<file path="src/rtl/falafel_mem_arbiter_pkg.sv">
// Arbiter-local types: FSM encoding and requester index sizing.
package falafel_mem_arbiter_pkg;

  typedef enum logic {
    ST_IDLE  = 1'b0,
    ST_ISSUE = 1'b1
  } arb_state_e;

  // A single requester still needs a 1-bit index so the route FIFO has width.
  function automatic int idx_width(input int num_req);
    return (num_req > 1) ? $clog2(num_req) : 1;
  endfunction

endpackage

</file>
<file path="src/rtl/falafel_pkg.sv">
// Shared falafel types: datapath width and the memory request record.
package falafel_pkg;

  localparam int DATA_W = 32;

  typedef struct packed {
    logic              is_write;
    logic              is_cas;
    logic [DATA_W-1:0] addr;
    logic [DATA_W-1:0] data;
    logic [DATA_W-1:0] cas_exp;
  } mem_req_t;

endpackage

</file>
<file path="src/rtl/falafel_mem_arbiter_if.sv">
// External falafel memory port: one request channel, one in-order response channel.
interface falafel_mem_arbiter_if;
  import falafel_pkg::*;

  logic              mem_req_val;
  logic              mem_req_rdy;
  logic              mem_req_is_write;
  logic              mem_req_is_cas;
  logic [DATA_W-1:0] mem_req_addr;
  logic [DATA_W-1:0] mem_req_data;
  logic [DATA_W-1:0] mem_req_cas_exp;
  logic              mem_rsp_val;
  logic              mem_rsp_rdy;
  logic [DATA_W-1:0] mem_rsp_data;

  modport master (
    output mem_req_val, mem_req_is_write, mem_req_is_cas,
           mem_req_addr, mem_req_data, mem_req_cas_exp, mem_rsp_rdy,
    input  mem_req_rdy, mem_rsp_val, mem_rsp_data
  );

  modport slave (
    input  mem_req_val, mem_req_is_write, mem_req_is_cas,
           mem_req_addr, mem_req_data, mem_req_cas_exp, mem_rsp_rdy,
    output mem_req_rdy, mem_rsp_val, mem_rsp_data
  );

endinterface

</file>
<file path="src/rtl/falafel_fifo.sv">
// Small synchronous FIFO; head entry is visible on pop_data_o whenever non-empty.
module falafel_fifo #(
  parameter int DATA_W      = 1,
  parameter int NUM_ENTRIES = 4
) (
  input  logic              clk_i,
  input  logic              rst_ni,
  input  logic              push_i,
  input  logic [DATA_W-1:0] push_data_i,
  input  logic              pop_i,
  output logic [DATA_W-1:0] pop_data_o,
  output logic              full_o,
  output logic              empty_o
);

  localparam int PTR_W = $clog2(NUM_ENTRIES);

  logic [DATA_W-1:0] store_q [NUM_ENTRIES];
  logic [PTR_W-1:0]  wr_ptr_q;
  logic [PTR_W-1:0]  rd_ptr_q;
  logic [PTR_W:0]    count_q;
  logic              do_push;
  logic              do_pop;

  assign do_push    = push_i && !full_o;
  assign do_pop     = pop_i && !empty_o;
  assign full_o     = (count_q == (PTR_W+1)'(NUM_ENTRIES));
  assign empty_o    = (count_q == '0);
  assign pop_data_o = store_q[rd_ptr_q];

  // Entry storage; contents are don't-care until written, so no reset.
  always_ff @(posedge clk_i) begin
    if (do_push) store_q[wr_ptr_q] <= push_data_i;
  end

  // Pointers wrap naturally because the depth is a power of two.
  always_ff @(posedge clk_i or negedge rst_ni) begin
    if (!rst_ni) begin
      wr_ptr_q <= '0;
      rd_ptr_q <= '0;
      count_q  <= '0;
    end else begin
      if (do_push) wr_ptr_q <= wr_ptr_q + PTR_W'(1);
      if (do_pop)  rd_ptr_q <= rd_ptr_q + PTR_W'(1);
      case ({do_push, do_pop})
        2'b10:   count_q <= count_q + (PTR_W+1)'(1);
        2'b01:   count_q <= count_q - (PTR_W+1)'(1);
        default: count_q <= count_q;
      endcase
    end
  end

endmodule

</file>
<file path="src/rtl/falafel_mem_arbiter.sv">
// Round-robin arbiter sharing one falafel memory port; responses are steered
// back through an in-order route FIFO of grant indices.
//
//   state    | meaning
//   ---------+-----------------------------------------------------------
//   ST_IDLE  | search for a winner, grant it if the route FIFO has room
//   ST_ISSUE | slice presents the latched request until memory accepts it
module falafel_mem_arbiter
  import falafel_pkg::*;
  import falafel_mem_arbiter_pkg::*;
#(
  parameter int NUM_REQ         = 2,
  parameter int MAX_OUTSTANDING = 4
) (
  input  logic                  clk_i,
  input  logic                  rst_ni,
  input  logic [NUM_REQ-1:0]    req_val_i,
  output logic [NUM_REQ-1:0]    req_rdy_o,
  input  mem_req_t              req_i [NUM_REQ],
  output logic [NUM_REQ-1:0]    rsp_val_o,
  input  logic [NUM_REQ-1:0]    rsp_rdy_i,
  output logic [DATA_W-1:0]     rsp_data_o,
  falafel_mem_arbiter_if.master mem,
  output logic                  err_unexp_rsp_o
);

  localparam int IDX_W = idx_width(NUM_REQ);

  arb_state_e       state_q, state_d;
  logic [IDX_W-1:0] rr_ptr_q;
  logic [IDX_W-1:0] gnt_idx_q;
  logic [IDX_W-1:0] win_idx;
  logic [IDX_W-1:0] route_head;
  logic             win_found;
  logic             grant;
  logic             push;
  logic             pop;
  logic             fifo_full;
  logic             fifo_empty;
  logic             head_rdy;
  mem_req_t         slice_q;
  mem_req_t         win_req;

  // Winner search: indices at/after rr_ptr_q first, then the wrapped-around ones.
  always_comb begin
    win_found = 1'b0;
    win_idx   = '0;
    win_req   = '0;
    for (int i = 0; i < NUM_REQ; i++) begin
      if (!win_found && req_val_i[i] && (IDX_W'(i) >= rr_ptr_q)) begin
        win_found = 1'b1;
        win_idx   = IDX_W'(i);
      end
    end
    for (int i = 0; i < NUM_REQ; i++) begin
      if (!win_found && req_val_i[i]) begin
        win_found = 1'b1;
        win_idx   = IDX_W'(i);
      end
    end
    for (int i = 0; i < NUM_REQ; i++) begin
      if (win_idx == IDX_W'(i)) win_req = req_i[i];
    end
  end

  // Next-state and grant decode; a full route FIFO blocks grants outright.
  always_comb begin
    state_d   = state_q;
    grant     = 1'b0;
    push      = 1'b0;
    req_rdy_o = '0;
    case (state_q)
      ST_IDLE: begin
        if (win_found && !fifo_full) begin
          grant   = 1'b1;
          state_d = ST_ISSUE;
          for (int i = 0; i < NUM_REQ; i++) begin
            req_rdy_o[i] = (win_idx == IDX_W'(i));
          end
        end
      end
      ST_ISSUE: begin
        if (mem.mem_req_rdy) begin
          push    = 1'b1;
          state_d = ST_IDLE;
        end
      end
      default: state_d = ST_IDLE;
    endcase
  end

  // State, request slice and round-robin pointer.
  always_ff @(posedge clk_i or negedge rst_ni) begin
    if (!rst_ni) begin
      state_q   <= ST_IDLE;
      rr_ptr_q  <= '0;
      gnt_idx_q <= '0;
      slice_q   <= '0;
    end else begin
      state_q <= state_d;
      if (grant) begin
        slice_q   <= win_req;
        gnt_idx_q <= win_idx;
      end
      if (push) begin
        rr_ptr_q <= (gnt_idx_q == IDX_W'(NUM_REQ - 1)) ? '0 : gnt_idx_q + IDX_W'(1);
      end
    end
  end

  assign mem.mem_req_val      = (state_q == ST_ISSUE);
  assign mem.mem_req_is_write = slice_q.is_write;
  assign mem.mem_req_is_cas   = slice_q.is_cas;
  assign mem.mem_req_addr     = slice_q.addr;
  assign mem.mem_req_data     = slice_q.data;
  assign mem.mem_req_cas_exp  = slice_q.cas_exp;

  falafel_fifo #(
    .DATA_W      (IDX_W),
    .NUM_ENTRIES (MAX_OUTSTANDING)
  ) u_route_fifo (
    .clk_i       (clk_i),
    .rst_ni      (rst_ni),
    .push_i      (push),
    .push_data_i (gnt_idx_q),
    .pop_i       (pop),
    .pop_data_o  (route_head),
    .full_o      (fifo_full),
    .empty_o     (fifo_empty)
  );

  // Response steering to the requester at the head of the route FIFO.
  always_comb begin
    head_rdy  = 1'b0;
    rsp_val_o = '0;
    for (int i = 0; i < NUM_REQ; i++) begin
      if (route_head == IDX_W'(i)) begin
        head_rdy     = rsp_rdy_i[i];
        rsp_val_o[i] = mem.mem_rsp_val && !fifo_empty;
      end
    end
  end

  assign mem.mem_rsp_rdy = !fifo_empty && head_rdy;
  assign pop             = mem.mem_rsp_val && mem.mem_rsp_rdy;
  assign rsp_data_o      = mem.mem_rsp_data;

  // Sticky flag for a response with nothing outstanding; only reset clears it.
  always_ff @(posedge clk_i or negedge rst_ni) begin
    if (!rst_ni) begin
      err_unexp_rsp_o <= 1'b0;
    end else if (mem.mem_rsp_val && fifo_empty) begin
      err_unexp_rsp_o <= 1'b1;
    end
  end

endmodule

</file>
<file path="src/flat_wrapper.sv">
// flat-port wrapper written by rule: the top's interface ports become plain ports
module falafel_mem_arbiter_flat import falafel_pkg::*; import falafel_mem_arbiter_pkg::*;
#(
  parameter int NUM_REQ         = 2,
  parameter int MAX_OUTSTANDING = 4
)
  (clk_i, rst_ni, req_val_i, req_rdy_o, req_i, rsp_val_o, rsp_rdy_i, rsp_data_o, err_unexp_rsp_o, mem_mem_req_val, mem_mem_req_is_write, mem_mem_req_is_cas, mem_mem_req_addr, mem_mem_req_data, mem_mem_req_cas_exp, mem_mem_rsp_rdy, mem_mem_req_rdy, mem_mem_rsp_val, mem_mem_rsp_data);
  falafel_mem_arbiter_if mem_i ();
  input  logic clk_i;
  input  logic rst_ni;
  input  logic [NUM_REQ-1:0] req_val_i;
  output logic [NUM_REQ-1:0] req_rdy_o;
  input  mem_req_t req_i[NUM_REQ];
  output logic [NUM_REQ-1:0] rsp_val_o;
  input  logic [NUM_REQ-1:0] rsp_rdy_i;
  output logic [DATA_W-1:0] rsp_data_o;
  output logic err_unexp_rsp_o;
  output wire logic [$bits(mem_i.mem_req_val)-1:0] mem_mem_req_val;
  output wire logic [$bits(mem_i.mem_req_is_write)-1:0] mem_mem_req_is_write;
  output wire logic [$bits(mem_i.mem_req_is_cas)-1:0] mem_mem_req_is_cas;
  output wire logic [$bits(mem_i.mem_req_addr)-1:0] mem_mem_req_addr;
  output wire logic [$bits(mem_i.mem_req_data)-1:0] mem_mem_req_data;
  output wire logic [$bits(mem_i.mem_req_cas_exp)-1:0] mem_mem_req_cas_exp;
  output wire logic [$bits(mem_i.mem_rsp_rdy)-1:0] mem_mem_rsp_rdy;
  input wire logic [$bits(mem_i.mem_req_rdy)-1:0] mem_mem_req_rdy;
  input wire logic [$bits(mem_i.mem_rsp_val)-1:0] mem_mem_rsp_val;
  input wire logic [$bits(mem_i.mem_rsp_data)-1:0] mem_mem_rsp_data;
  assign mem_mem_req_val = mem_i.mem_req_val;
  assign mem_mem_req_is_write = mem_i.mem_req_is_write;
  assign mem_mem_req_is_cas = mem_i.mem_req_is_cas;
  assign mem_mem_req_addr = mem_i.mem_req_addr;
  assign mem_mem_req_data = mem_i.mem_req_data;
  assign mem_mem_req_cas_exp = mem_i.mem_req_cas_exp;
  assign mem_mem_rsp_rdy = mem_i.mem_rsp_rdy;
  assign mem_i.mem_req_rdy = mem_mem_req_rdy;
  assign mem_i.mem_rsp_val = mem_mem_rsp_val;
  assign mem_i.mem_rsp_data = mem_mem_rsp_data;
  falafel_mem_arbiter #(.NUM_REQ(NUM_REQ), .MAX_OUTSTANDING(MAX_OUTSTANDING)) u_core (.clk_i(clk_i), .rst_ni(rst_ni), .req_val_i(req_val_i), .req_rdy_o(req_rdy_o), .req_i(req_i), .rsp_val_o(rsp_val_o), .rsp_rdy_i(rsp_rdy_i), .rsp_data_o(rsp_data_o), .mem(mem_i), .err_unexp_rsp_o(err_unexp_rsp_o));
endmodule
</file>
<file path="config.mk">
export PLATFORM = sky130hd
export DESIGN_NAME = falafel_mem_arbiter_flat
export DESIGN_NICKNAME = d
export VERILOG_FILES = /design/src/rtl/falafel_mem_arbiter_pkg.sv /design/src/rtl/falafel_pkg.sv /design/src/rtl/falafel_mem_arbiter_if.sv /design/src/rtl/falafel_fifo.sv /design/src/rtl/falafel_mem_arbiter.sv /design/src/flat_wrapper.sv
export SDC_FILE = /design/constraint.sdc
export NUM_CORES = 1
export LEC_CHECK = 0
export CORE_AREA = 2 2 143 145
export DETAILED_ROUTE_END_ITERATION = 8
export DIE_AREA = 0 0 145 147
export DONT_BUFFER_PORTS = 1
export MAX_ROUTING_LAYER = met4
export PLACE_DENSITY = 0.44
export SLEW_MARGIN = 20
export SYNTH_ARGS = -nofsm -noshare
export SYNTH_HDL_FRONTEND = slang
export SYNTH_SLANG_ARGS = --single-unit
</file>
<file path="constraint.sdc">
create_clock -name clk_i -period 2.5 [get_ports clk_i]
set_input_delay 0.25 -clock clk_i [delete_from_list [all_inputs] [get_ports clk_i]]
set_output_delay 0.25 -clock clk_i [all_outputs]
set_load 0.1 [all_outputs]
</file>
# Word level (Yosys, flattened, before mapping)

Memory sizes are Yosys's and may differ from the RTL's.
Cells that the tools add are included.

$mul: 0
Muxes and demuxes: 23
Order comparisons: 2
Bitwise operators: 2
Eq/ne operators: 3
Reduce and logical (&&, ||, !) cells: 19
$add $sub $neg: 5
Shift operators: 0
Divide/modulo/power cells: 0

Operators with widths:

| kind                | count |
|---|---|
| $mux 98             | 1 |
| $mux 1              | 18 |
| $logic_and 1x1->1   | 12 |
| $pmux 3 s2          | 1 |
| $logic_not 1->1     | 5 |
| $add 2x1->2 const B | 2 |
| $mux 2              | 2 |
| $add 3x1->3 const B | 1 |
| $eq 3x3->1 const B  | 1 |
| $logic_not 3->1     | 1 |
| $sub 3x1->3 const B | 1 |
| $eq 2x1->1 const B  | 1 |
| $eq 2x2->1 const B  | 1 |
| $ge 1x1->1 const A  | 2 |
| $not 1->1           | 2 |
| $pmux 1 s2          | 1 |
| $reduce_bool 2->1   | 1 |
| $add 1x1->1 const B | 1 |

Logic and storage cells: 67
Bits in registers: 109
Bits of input ports: 236
Output and inout bits: 137
Memory bits (writable): 4
Bits in read-only memories: 0
Memories kept: 1
Bits in latches: 0

Memories:

| name                        | words | bits a word | rd ports | clocked after Yosys merged registers in | wr ports | RTL line           | source |
|---|---|---|---|---|---|---|---|
| u_core.u_route_fifo.store_q | 4     | 1           | 1        | 0                                       | 1        | falafel_fifo.sv:18 | `logic [DATA_W-1:0] store_q [NUM_ENTRIES];` |

# Depth between registers and ports, before layout

Gate-level depths: netlist of run 1.

Depth after elaboration: 16
Gate-level depth with buffers: 10
Depth with buffers taken out: 10

# Hierarchy

From an unflattened synthesis of run 1, not the netlist that was laid out.

Cells, all modules: 667
Area total of the unflattened synthesis: 5952.0 um^2

Modules (own cells, without submodules):

| module              | instances | area each (um^2) | cells an instance | seq. area each (um^2) |
|---|---|---|---|---|
| falafel_mem_arbiter | 1         | 5370.2           | 624               | 2552.4 |
| falafel_fifo        | 1         | 581.8            | 43                | 295.3 |

# Worst setup path after synthesis of run 1

Ideal clock, no wire load.

Path kind: flip-flop to flip-flop
From: register u_core.state_q, in the netlist u_core.mem.mem_req_val
To: register u_core.slice_q (netlist bit u_core.mem.mem_req_addr[0])
Library setup time: 0.068 ns
Required time: 2.432 ns
Path buffers: 1
Setup slack: -0.149 ns
Arrival: 2.581 ns
Period minus slack after synthesis: 2.649 ns
Cell stages (with the launch flop): 6
Cell sequence: dfrtp_1 inv_1 o211ai_1 a21oi_2 clkbuf_1 a21o_1

Longest elaborated chain between the ends: 1

RTL lines:

| item                     | RTL line                   | source |
|---|---|---|
| start: declaration       | falafel_mem_arbiter.sv:29  | `arb_state_e state_q, state_d;` |
| start signal: assignment | falafel_mem_arbiter.sv:100 | `state_q <= state_d;` |
| $mux 1                   | falafel_mem_arbiter.sv:72  | `case (state_q)` |
| end signal: assignment   | falafel_mem_arbiter.sv:102 | `slice_q <= win_req;` |
| end: declaration         | falafel_mem_arbiter.sv:41  | `mem_req_t slice_q;` |

No other way between the ends.
A chain may end at the register's enable or synchronous reset.

# Worst setup path in the final report of run 1

From: register u_core.u_route_fifo.rd_ptr_q[1]
To: register u_core.u_route_fifo.count_q[2]

Longest elaborated chain between the ends: 7
Elaborated cells on any way between the ends: 9
Classes of those cells: eq/ne: 2; mux: 2; reduce/logical: 4; memory: 1

RTL lines:

| item                                            | RTL line                   | source |
|---|---|---|
| start: declaration                              | falafel_fifo.sv:20         | `logic [PTR_W-1:0] rd_ptr_q;` |
| start signal: assignment                        | falafel_fifo.sv:44         | `if (do_pop) rd_ptr_q <= rd_ptr_q + PTR_W'(1);` |
| $mem_v2 4x1 (*)                                 | --                         |  |
| $mux 1 (*)                                      | falafel_mem_arbiter.sv:137 | `if (route_head == IDX_W'(i)) begin` |
| $logic_and 1x1->1 (*)                           | falafel_mem_arbiter.sv:144 | `assign mem.mem_rsp_rdy = !fifo_empty && head_rdy;` |
| $logic_and 1x1->1 (*)                           | falafel_mem_arbiter.sv:145 | `assign pop = mem.mem_rsp_val && mem.mem_rsp_rdy;` |
| $logic_and 1x1->1 (*)                           | falafel_fifo.sv:26         | `assign do_pop = pop_i && !empty_o;` |
| net u_core.u_route_fifo.do_pop                  | falafel_fifo.sv:23         | `logic do_pop;` |
| $eq 2x1->1 or $eq 2x2->1 (tied branches)        | falafel_fifo.sv:45         | `case ({do_push, do_pop})` |
| $pmux 3 s2 or $reduce_bool 2->1 (tied branches) | --                         |  |
| end signal: assignment                          | falafel_fifo.sv:46         | `2'b10: count_q <= count_q + (PTR_W+1)'(1);` |
| end signal: assignment                          | falafel_fifo.sv:47         | `2'b01: count_q <= count_q - (PTR_W+1)'(1);` |
| end signal: assignment                          | falafel_fifo.sv:48         | `default: count_q <= count_q;` |
| end: declaration                                | falafel_fifo.sv:21         | `logic [PTR_W:0] count_q;` |

The timed path passes the listed nets; every way through them passes the cells marked *.

==> results of run 1 <==
==> final timing paths <==
path                                            startpoint                              to  cells past startpoint
setup / recovery           u_core.u_route_fifo.rd_ptr_q[1]  u_core.u_route_fifo.count_q[2]                     10
hold / removal                                      rst_ni      u_core.mem.mem_req_addr[1]                      0
setup reg to reg           u_core.u_route_fifo.rd_ptr_q[1]  u_core.u_route_fifo.count_q[2]                     10
hold reg to reg                            u_core.rr_ptr_q                 u_core.rr_ptr_q                      2
max in group asynchronous                           rst_ni      u_core.mem.mem_req_addr[7]                      0
min in group clk_i                               req_i[48]     u_core.mem.mem_req_data[16]                      2
==> critical path: stages (launching register included) <==
cell and delay [ps]:
sky130_fd_sc_hd__dfrtp_1 430, sky130_fd_sc_hd__mux2i_2 300, sky130_fd_sc_hd__mux2i_2 140, sky130_fd_sc_hd__mux2i_1 160, sky130_fd_sc_hd__nor2_1 130, sky130_fd_sc_hd__ha_1 210, sky130_fd_sc_hd__inv_1 70, sky130_fd_sc_hd__fa_1 380
sky130_fd_sc_hd__xor2_1 160, sky130_fd_sc_hd__nor2_1 110, sky130_fd_sc_hd__xor2_1 170
==> cells in the mapped netlist, drive strengths merged <==
cell type / number
nor3: 1
xnor2: 2
a22o: 98
or3b: 1
and2: 4
ha: 5
dfrtp: 109
nand2: 3
nor2: 4
o31ai: 1
nor3b: 1
mux2i: 7
inv: 7
o211ai: 1
nand2b: 2
fa: 1
buf: 56
nor2b: 2
o21ai: 4
edfxtp: 4
a21o: 100
a21oi: 1
clkbuf: 9
xor2: 3
and4: 1
==> registers in the layout, summed over array words and instances, names as in the netlist <==
register                      cells
u_core.u_route_fifo.wr_ptr_q      2
u_core.u_route_fifo.count_q       3
u_core.mem.mem_req_is_write       1
u_core.u_route_fifo.store_q       4
u_core.rr_ptr_q                   1
u_core.mem.mem_req_addr          32
u_core.gnt_idx_q                  1
u_core.err_unexp_rsp_o            1
u_core.mem.mem_req_val            1
u_core.mem.mem_req_is_cas         1
u_core.mem.mem_req_cas_exp       32
u_core.u_route_fifo.rd_ptr_q      2
u_core.mem.mem_req_data          32
==> layout make-up <==
type / instances / area [um2] / share of cell area
timing repair buffer: 142 / 1350 / 0.187
multi-input combinational: 242 / 1980 / 0.274
tap: 270 / 338 / 0.0467
clock inverter: 13 / 231 / 0.0320
clock buffer: 19 / 453 / 0.0626
sequential: 113 / 2850 / 0.394
inverter: 7 / 26.3 / 0.00363
==> routing by layer <==
| metal | share of wire | global-route usage | vias to the layer above |
|---|---|---|---|
| li1 | - | - | 1745 |
| met1 | 0.38 | 0.148 | 2047 |
| met2 | 0.52 | 0.250 | 203 |
| met3 | 0.067 | 0.0444 | 34 |
| met4 | 0.033 | 0.0728 | 0 |
| met5 | 0 | - | - |
==> repair_timing <==
| action | in CTS | in global routing |
|---|---|---|
| resized for setup | 0 | 3 |
| setup buffers | 0 | 1 |
| setup endpoints to repair | 0 | 1 |
| hold endpoints to repair | 209 | 109 |
==> metrics by stage <==
stage                     hold WS, ps   util  cells  setup WS [ps]  area (um2)
after detailed placement        -42.7  0.279    673            165        5530
after CTS                        -493  0.364    805           96.9        7220
after floorplan                 -45.6      -    427           52.3        5370
after global routing             -498  0.365    806           1.02        7230
after global placement          -43.4  0.279    673            262        5530
final                            -463  0.365    806            170        7230
==> cell families (layout without fill, tap and decap cells) <==
| logic type | Yosys count | in the layout |
|---|---|---|
| AOI/OAI and AO/OA | 205 | 205 |
| xor gates and xnor gates | 5 | 5 |
| adders and majority gates | 6 | 6 |
| buffers and inverters | 72 | 181 |
| DFF | 113 | 113 |
| muxes | 7 | 7 |
| and+or+nand+nor | 19 | 19 |
==> out/results.ini, run 1 <==
[outcome]
outcome = finished, violations left
failed_checks = hold timing

[floorplanning]
floorplan.die_area_um2 = 21300
floorplan.io_pins = 373
die_h_um = 147
placementRows = 52
core_region_area_um2 = 19800
initial_core_util = 0.270
die_w_um = 145

[clock_tree]
clock_tree.buffer_depth = 2
cts_root_buffer = sky130_fd_sc_hd__clkbuf_16
numCtsBuffers = 17
clk_pin_slew_worst_paths_ps = 60
cts-htree-levels = 4
post_cts_hold_buffer_count = 100
clock_sinks = 113
cts_tree = done
clkLatencyLatePin_ps = 410

[setup_path]
crit_path_max_fanout = 3
worst-endpoint-arrival_ps = 2650
timing_worst_setup_path_type = reg -> reg
worstPathRequired_ps = 2820
crit_path_end_kind = flip-flop
reg2reg_setup_slack_ps = 170
timing.critical_path.from_type = flip-flop

[timing]
final_period_minus_worst_setup_slack_ps = 2330
hold_viol = 109
skew_ps = 7.59
timing.slew.headroom = 0.380
setup_tns_ps = 0
rsz0062_at_grt = no
layout_worst_path_cycle_share = 0.932
report.final.slew_viol_count = 0
tightest_slew_ps = 930
finalHoldWorstSlack_ps = -463
finalSetupViolations = 0
max_clock_freq_ghz = 0.429

[detailed_routing]
detailroute.via_count = 4029
wl_um = 15200
routed_via_count_divided_by_cell_count = 5.00
drt_drc_violations_left = 0
drtPass1Iterations = 5
drt-wirelength-per-cell_um = 18.9
final_antenna_net_count = 0
initialDrtViolationCount = 139

[placed_design]
place_congestion = 0.762
dp_hpwl_um = 9920
portBuffers = 0

[final_layout]
most_frequent_cells_in_the_layout = sky130_fd_sc_hd__dfrtp_1, sky130_fd_sc_hd__a21o_1, sky130_fd_sc_hd__dlygate4sd3_1
fillers = 1924
final_layout_size_suffix_gt1_frac = 0.153
nNetsFinal = 765
mostFrequentLayoutCell = sky130_fd_sc_hd__dfrtp_1
area.growth.synth_to_final_pct = 34.8
antenna_cells = 0

[global_route]
grt_first_pass_wirelength_um = 23300
grt_util_all_layers = 0.144
vias_in_the_first_global_route = 4368
globalRoute.totalOverflow = 0
grt_antenna_before_repair = 0
grt_max_degree = 110

[synthesis]
share_of_synthesized_area_occupied_by_flip_flops_and_latches = 0.531
synth_top_area_frac = 0.508
muxShareOfSynthArea = 0.0131
yosys_warnings = 0
synthDominantAreaCellType = sky130_fd_sc_hd__dfrtp_1
post_synth_xor_area_fraction = 0.00816
mappedNetlistArea_um2 = 5370
yosys.area_share.simple = 0.0203
largest_family_of_logic_cells_by_synthesized_area = compound AO/OA/AOI/OAI gates
yosys_register_bits = 113
synth_area_in_compound_gates = 0.308
synth_cell_type_count = 28
synth.avg_cell_area_um2 = 12.6
post_synth_fa_ha_maj_area_fraction = 0.0154
syn-num-nets = 669
netlist_top_cells_area = sky130_fd_sc_hd__dfrtp_1, sky130_fd_sc_hd__a22o_1, sky130_fd_sc_hd__a21o_1
post_synth_inst_count = 427

[hold_path]
min_path_type = in -> async

[run]
cap_viol_max_count = 0

Power of run 1 is left out: the tool's default activity adds up to more than one toggle a clock period on the data nets, which glitch-free logic cannot reach.
==> inputs of run 2 (changes only) <==
- clock period: 2.5 -> 2.4 ns (I/O delays scaled with it)
==> run 2 against run 1 <==
  * The flow still finishes with violations (hold timing)
  * Clock-buffer cell count is 4 higher
  * Setup slack worse by 55 ps
  * Worst hold slack worse by 15 ps
  * Via count is 1.6% higher
  * Die area stayed put
  * Utilization is 0.069 points higher
  * Non-clock buffer count is 4 higher
  * Register-to-register slack hardly changed
==> out/results.ini, run 2 (synthesized netlist as in run 1, its figures left out) <==
[setup_path]
crit_path_end_kind = primary output
worst-endpoint-arrival_ps = 2050
timing_worst_setup_path_type = reg -> out
ordered_cell_list_for_the_critical_path = nand2b_1 > and4_4 > buf_4
critical_path_cell_count = 3
worst_path_max_delay_cell = sky130_fd_sc_hd__and4_4
timing.critical_path.slowest_cell_delay_ps = 590
timing.critical_path.from_type = flip-flop
critical_path.n_buffers_inverters = 1
worstRegToRegCells = 10
reg2reg_setup_slack_ps = 180
crit_path_max_fanout = 25
critPathTopFamily = simple AND/OR/NAND/NOR gates
worstPathRequired_ps = 2160

[clock_tree]
numCtsBuffers = 17
clock_sinks = 113
cts_root_buffer = sky130_fd_sc_hd__clkbuf_16
cts_tree = done
post_cts_hold_buffer_count = 100
clk_pin_slew_worst_paths_ps = 60
clkLatencyLatePin_ps = 410
cts-htree-levels = 4
clock_tree.buffer_depth = 2

[timing]
layout_worst_path_cycle_share = 0.952
skew_ps = 10.4
finalSetupViolations = 0
final_period_minus_worst_setup_slack_ps = 2290
timing.slew.headroom = 0.376
report.final.slew_viol_count = 0
finalHoldWorstSlack_ps = -478
hold_viol = 109
tightest_slew_ps = 937
max_clock_freq_ghz = 0.438

[final_layout]
final_layout_size_suffix_gt1_frac = 0.168
area.growth.synth_to_final_pct = 35.1
nNetsFinal = 771
final_design_area_no_fill_um2 = 7250
antenna_cells = 0
mostFrequentLayoutCell = sky130_fd_sc_hd__dfrtp_1
most_frequent_cells_in_the_layout = sky130_fd_sc_hd__dfrtp_1, sky130_fd_sc_hd__a21o_1, sky130_fd_sc_hd__dlygate4sd3_1

[outcome]
outcome = finished, violations left
failed_checks = hold timing

[detailed_routing]
wl_um = 17200
initialDrtViolationCount = 163
drt-wirelength-per-cell_um = 21.2
drtPass1Iterations = 4
final_antenna_net_count = 0
routed_via_count_divided_by_cell_count = 5.04
drt_drc_violations_left = 0
detailroute.via_count = 4094

[global_route]
grt_antenna_before_repair = 0
grt_util_all_layers = 0.168
globalRoute.totalOverflow = 0
vias_in_the_first_global_route = 4407
grt_max_degree = 110
grt_first_pass_wirelength_um = 26400

[floorplanning]
die_h_um = 147
die_w_um = 145
floorplan.io_pins = 373
floorplan.die_area_um2 = 21300
core_region_area_um2 = 19800
initial_core_util = 0.270
placementRows = 52

[run]
cap_viol_max_count = 0

[hold_path]
min_path_type = in -> async

[placed_design]
portBuffers = 0
place_congestion = 0.785
detailed_place.area_um2 = 5520
dp_hpwl_um = 10400

run 2: changes by cell type in the layout (fill, tap and decap cells not counted), moves of 2 or more:
cell | before | now
sky130_fd_sc_hd__buf_12 | 3 | 1
sky130_fd_sc_hd__bufinv_16 | 6 | 4
sky130_fd_sc_hd__mux2i_4 | 0 | 3
sky130_fd_sc_hd__buf_4 | 39 | 45
sky130_fd_sc_hd__clkbuf_1 | 0 | 3
sky130_fd_sc_hd__mux2i_2 | 3 | 1
run 2: final timing paths:
path	from	end
worst max-delay path	u_core.rr_ptr_q	req_rdy_o[1]
worst min-delay path	rst_ni	u_core.mem.mem_req_data[24]
worst max register to register	u_core.u_route_fifo.rd_ptr_q[1]	u_core.u_route_fifo.count_q[2]
worst min register to register	u_core.u_route_fifo.count_q[2]	u_core.u_route_fifo.count_q[2]
max in group asynchronous	rst_ni	u_core.u_route_fifo.rd_ptr_q[1]
min in group clk_i	req_i[28]	u_core.mem.mem_req_cas_exp[28]
run 2: worst register-to-register path, delay by kind of cell, from the launching register on:
family                   cells  cell delay (ps)
multiplexers                 3              580
adder cells (fa/ha/maj)      2              520
flip-flops                   1              440
XOR/XNOR                     2              320
AND/OR/NAND/NOR              2              210
buffers and inverters        1               50
run 2: routing by layer:
| metal | up-vias | track usage | part of all wire |
|---|---|---|---|
| li1 | 1766 | - | - |
| met1 | 2053 | 0.182 | 0.38 |
| met2 | 242 | 0.283 | 0.53 |
| met3 | 33 | 0.0556 | 0.070 |
| met4 | 0 | 0.0693 | 0.026 |
| met5 | - | - | 0 |
run 2: repair_timing:
item / CTS / global route
endpoints found under the hold margin: 209 / 109
gates resized for setup: 1 / 11
buffers inserted: 0 / 3
cloned: 2 / 0
endpoints found under the setup margin: 1 / 2
pin swaps: 1 / 4
run 2: area by class of cell:
class / instances / area, um2
tap: 270 / 338
multi-input combinational: 244 / 2050
clock inverter: 9 / 153
fill: 1921 / 12600
clock buffer: 23 / 478
timing repair buffer: 146 / 1360
sequential: 113 / 2850
inverter: 7 / 26.3
run 2: metrics by stage:
step | hold WS (ps) | utilization | setup slack (ps) | std cells | setup TNS [ps]
after floorplan | -55.6 | - | 16.7 | 427 | 0
after global placement | -53.0 | 0.278 | 119 | 675 | 0
after detailed placement | -53.3 | 0.278 | 47.1 | 675 | 0
after CTS | -505 | 0.362 | 66.0 | 809 | 0
after global routing | -517 | 0.365 | -3.08 | 812 | -3.08
final | -478 | 0.365 | 115 | 812 | 0
Power of run 2 is left out for the same reason.
==> inputs of run 3 (changes only) <==
- GPL_TIMING_DRIVEN: unset -> 0
==> run 3 against run 2 <==
  * The run still ends with hold timing left
  * Non-clock buffer count rose by 24
  * First-iteration DRC count rose by 9.2%
  * Worst hold slack got worse by 0.82 ps
  * Clock-buffer cell count fell by 2
  * Global-route usage barely moved
  * Flip-flop and latch count did not move
  * Critical path depth rose by 7
  * Sequential share of layout area fell by 0.81 points
  * Fmax rose by 0.12%
  * Largest cell class unchanged
  * Highest routed layer unchanged
==> out/results.ini, run 3 (synthesized netlist as in run 1, its figures left out) <==
[setup_path]
r2r_start = u_core.u_route_fifo.rd_ptr_q[1]
timing.critical_path.from_type = flip-flop
reg2reg_setup_slack_ps = 120
worstPathRequired_ps = 2730
crit_top_cell = sky130_fd_sc_hd__mux2i_2
worstRegToRegCells = 10
ordered_cell_list_for_the_critical_path = mux2i_2 > mux2i_2 > mux2i_2 > nor2_2 > ha_2 > inv_1 > fa_1 > xor2_1 > nor2_1 > xor2_1
timing.critical_path.slowest_cell_delay_ps = 410
worst-endpoint-arrival_ps = 2610
crit_path_end_kind = flip-flop
crit_path_max_fanout = 3
worst_path_max_delay_cell = sky130_fd_sc_hd__dfrtp_2
timing_worst_setup_path_type = reg -> reg
regToRegEndpoint = u_core.u_route_fifo.count_q[2]

[clock_tree]
numCtsBuffers = 17
cts-htree-levels = 4
post_cts_hold_buffer_count = 100
clkLatencyLatePin_ps = 410
clock_sinks = 113
cts_tree = done
cts_root_buffer = sky130_fd_sc_hd__clkbuf_16
clock_tree.buffer_depth = 2
clk_pin_slew_worst_paths_ps = 60

[timing]
skew_ps = 8.95
setup_tns_ps = 0
timing.slew.headroom = 0.354
finalSetupViolations = 0
final_period_minus_worst_setup_slack_ps = 2280
max_clock_freq_ghz = 0.438
report.final.slew_viol_count = 0
layout_worst_path_cycle_share = 0.951
finalHoldWorstSlack_ps = -478
tightest_slew_ps = 968
rsz0062_at_grt = yes
hold_viol = 109

[hold_path]
min_path_type = in -> async

[detailed_routing]
drtPass1Iterations = 4
drt-wirelength-per-cell_um = 21.0
final_antenna_net_count = 0
routed_via_count_divided_by_cell_count = 4.95
initialDrtViolationCount = 178
drt_drc_violations_left = 0
wl_um = 17500
detailroute.via_count = 4124

[floorplanning]
die_h_um = 147
floorplan.io_pins = 373
floorplan.die_area_um2 = 21300
placementRows = 52
core_region_area_um2 = 19800
die_w_um = 145
initial_core_util = 0.270

[final_layout]
most_frequent_cells_in_the_layout = sky130_fd_sc_hd__dfrtp_1, sky130_fd_sc_hd__a21o_1, sky130_fd_sc_hd__dlygate4sd3_1
antenna_cells = 0
mostFrequentLayoutCell = sky130_fd_sc_hd__dfrtp_1
nNetsFinal = 793
final_layout_size_suffix_gt1_frac = 0.192
area.growth.synth_to_final_pct = 38.1

[global_route]
grt_max_degree = 110
grt_util_all_layers = 0.168
grt_first_pass_wirelength_um = 26600
vias_in_the_first_global_route = 4577
globalRoute.totalOverflow = 0
grt_antenna_before_repair = 0

[placed_design]
dp_hpwl_um = 12400
portBuffers = 0
place_congestion = 0.777

[outcome]
outcome = finished, violations left
failed_checks = hold timing

[run]
cap_viol_max_count = 0

-- run 3: cell types whose count changed in the layout (fill, tap and decap cells not counted), moves of 3 or more --
cell	before	now
sky130_fd_sc_hd__clkbuf_1	3	9
sky130_fd_sc_hd__mux2i_4	3	0
sky130_fd_sc_hd__buf_2	0	3
sky130_fd_sc_hd__buf_8	0	10
sky130_fd_sc_hd__clkinv_2	2	5
sky130_fd_sc_hd__buf_4	45	48
sky130_fd_sc_hd__mux2i_2	1	4
-- run 3: layer usage --
layer | wire [um] | vias up | GRT usage
met1 | 6980 | 2064 | 0.189
met2 | 8740 | 223 | 0.275
met4 | 550 | 0 | 0.0797
met3 | 1230 | 33 | 0.0497
met5 | 0 | - | -
li1 | - | 1804 | -
-- run 3: what timing repair did --
action / in CTS / in global routing
endpoints found under the hold margin: 209 / 109
buffers inserted: 2 / 4
setup endpoints to repair: 96 / 4
pin swaps: 0 / 0
gates resized for setup: 12 / 7
-- run 3: cell type report --
| class | instances | area (um2) |
|---|---|---|
| buffer | 64 | 552 |
| clock buffer | 21 | 472 |
| tap | 270 | 338 |
| timing repair buffer | 106 | 1050 |
| fill | 1934 | 12400 |
| clock inverter | 10 | 109 |
| sequential | 113 | 2850 |
| multi-input combinational | 242 | 2020 |
| inverter | 7 | 26.3 |
-- run 3: critical path: cells and delay by family, from the launching register on --
| kind | cells | cell delay [ps] |
|---|---|---|
| mux | 3 | 610 |
| fa+ha+maj | 2 | 580 |
| flops | 1 | 410 |
| xor+xnor | 2 | 310 |
| simple gates | 2 | 240 |
| buf+inv | 1 | 50 |
-- run 3: how the worst max path moves through the flow --
stage                                               start                             end  slack (ps)  depth (start not counted)
after detailed placement           u_core.mem.mem_req_val  u_core.mem.mem_req_cas_exp[30]        -440                          5
final                     u_core.u_route_fifo.rd_ptr_q[1]  u_core.u_route_fifo.count_q[2]         120                         10
after CTS                 u_core.u_route_fifo.rd_ptr_q[1]  u_core.u_route_fifo.count_q[2]         0.8                         10
after global routing      u_core.u_route_fifo.rd_ptr_q[1]  u_core.u_route_fifo.count_q[2]         -50                         10
after floorplan                    u_core.mem.mem_req_val  u_core.u_route_fifo.count_q[2]          20                         10
after global placement             u_core.mem.mem_req_val  u_core.mem.mem_req_cas_exp[30]        -340                          5
-- run 3: stage by stage --
stage / worst slack, ps / cells / utilization / cell area (um2)
finish: 118 / 833 / 0.373 / 7410
global placement: -344 / 697 / 0.288 / 5710
global route: -54.8 / 833 / 0.373 / 7410
floorplan: 16.7 / 427 / - / 5370
CTS: 0.784 / 830 / 0.371 / 7360
detailed placement: -440 / 697 / 0.288 / 5710
Power of run 3 is left out for the same reason.
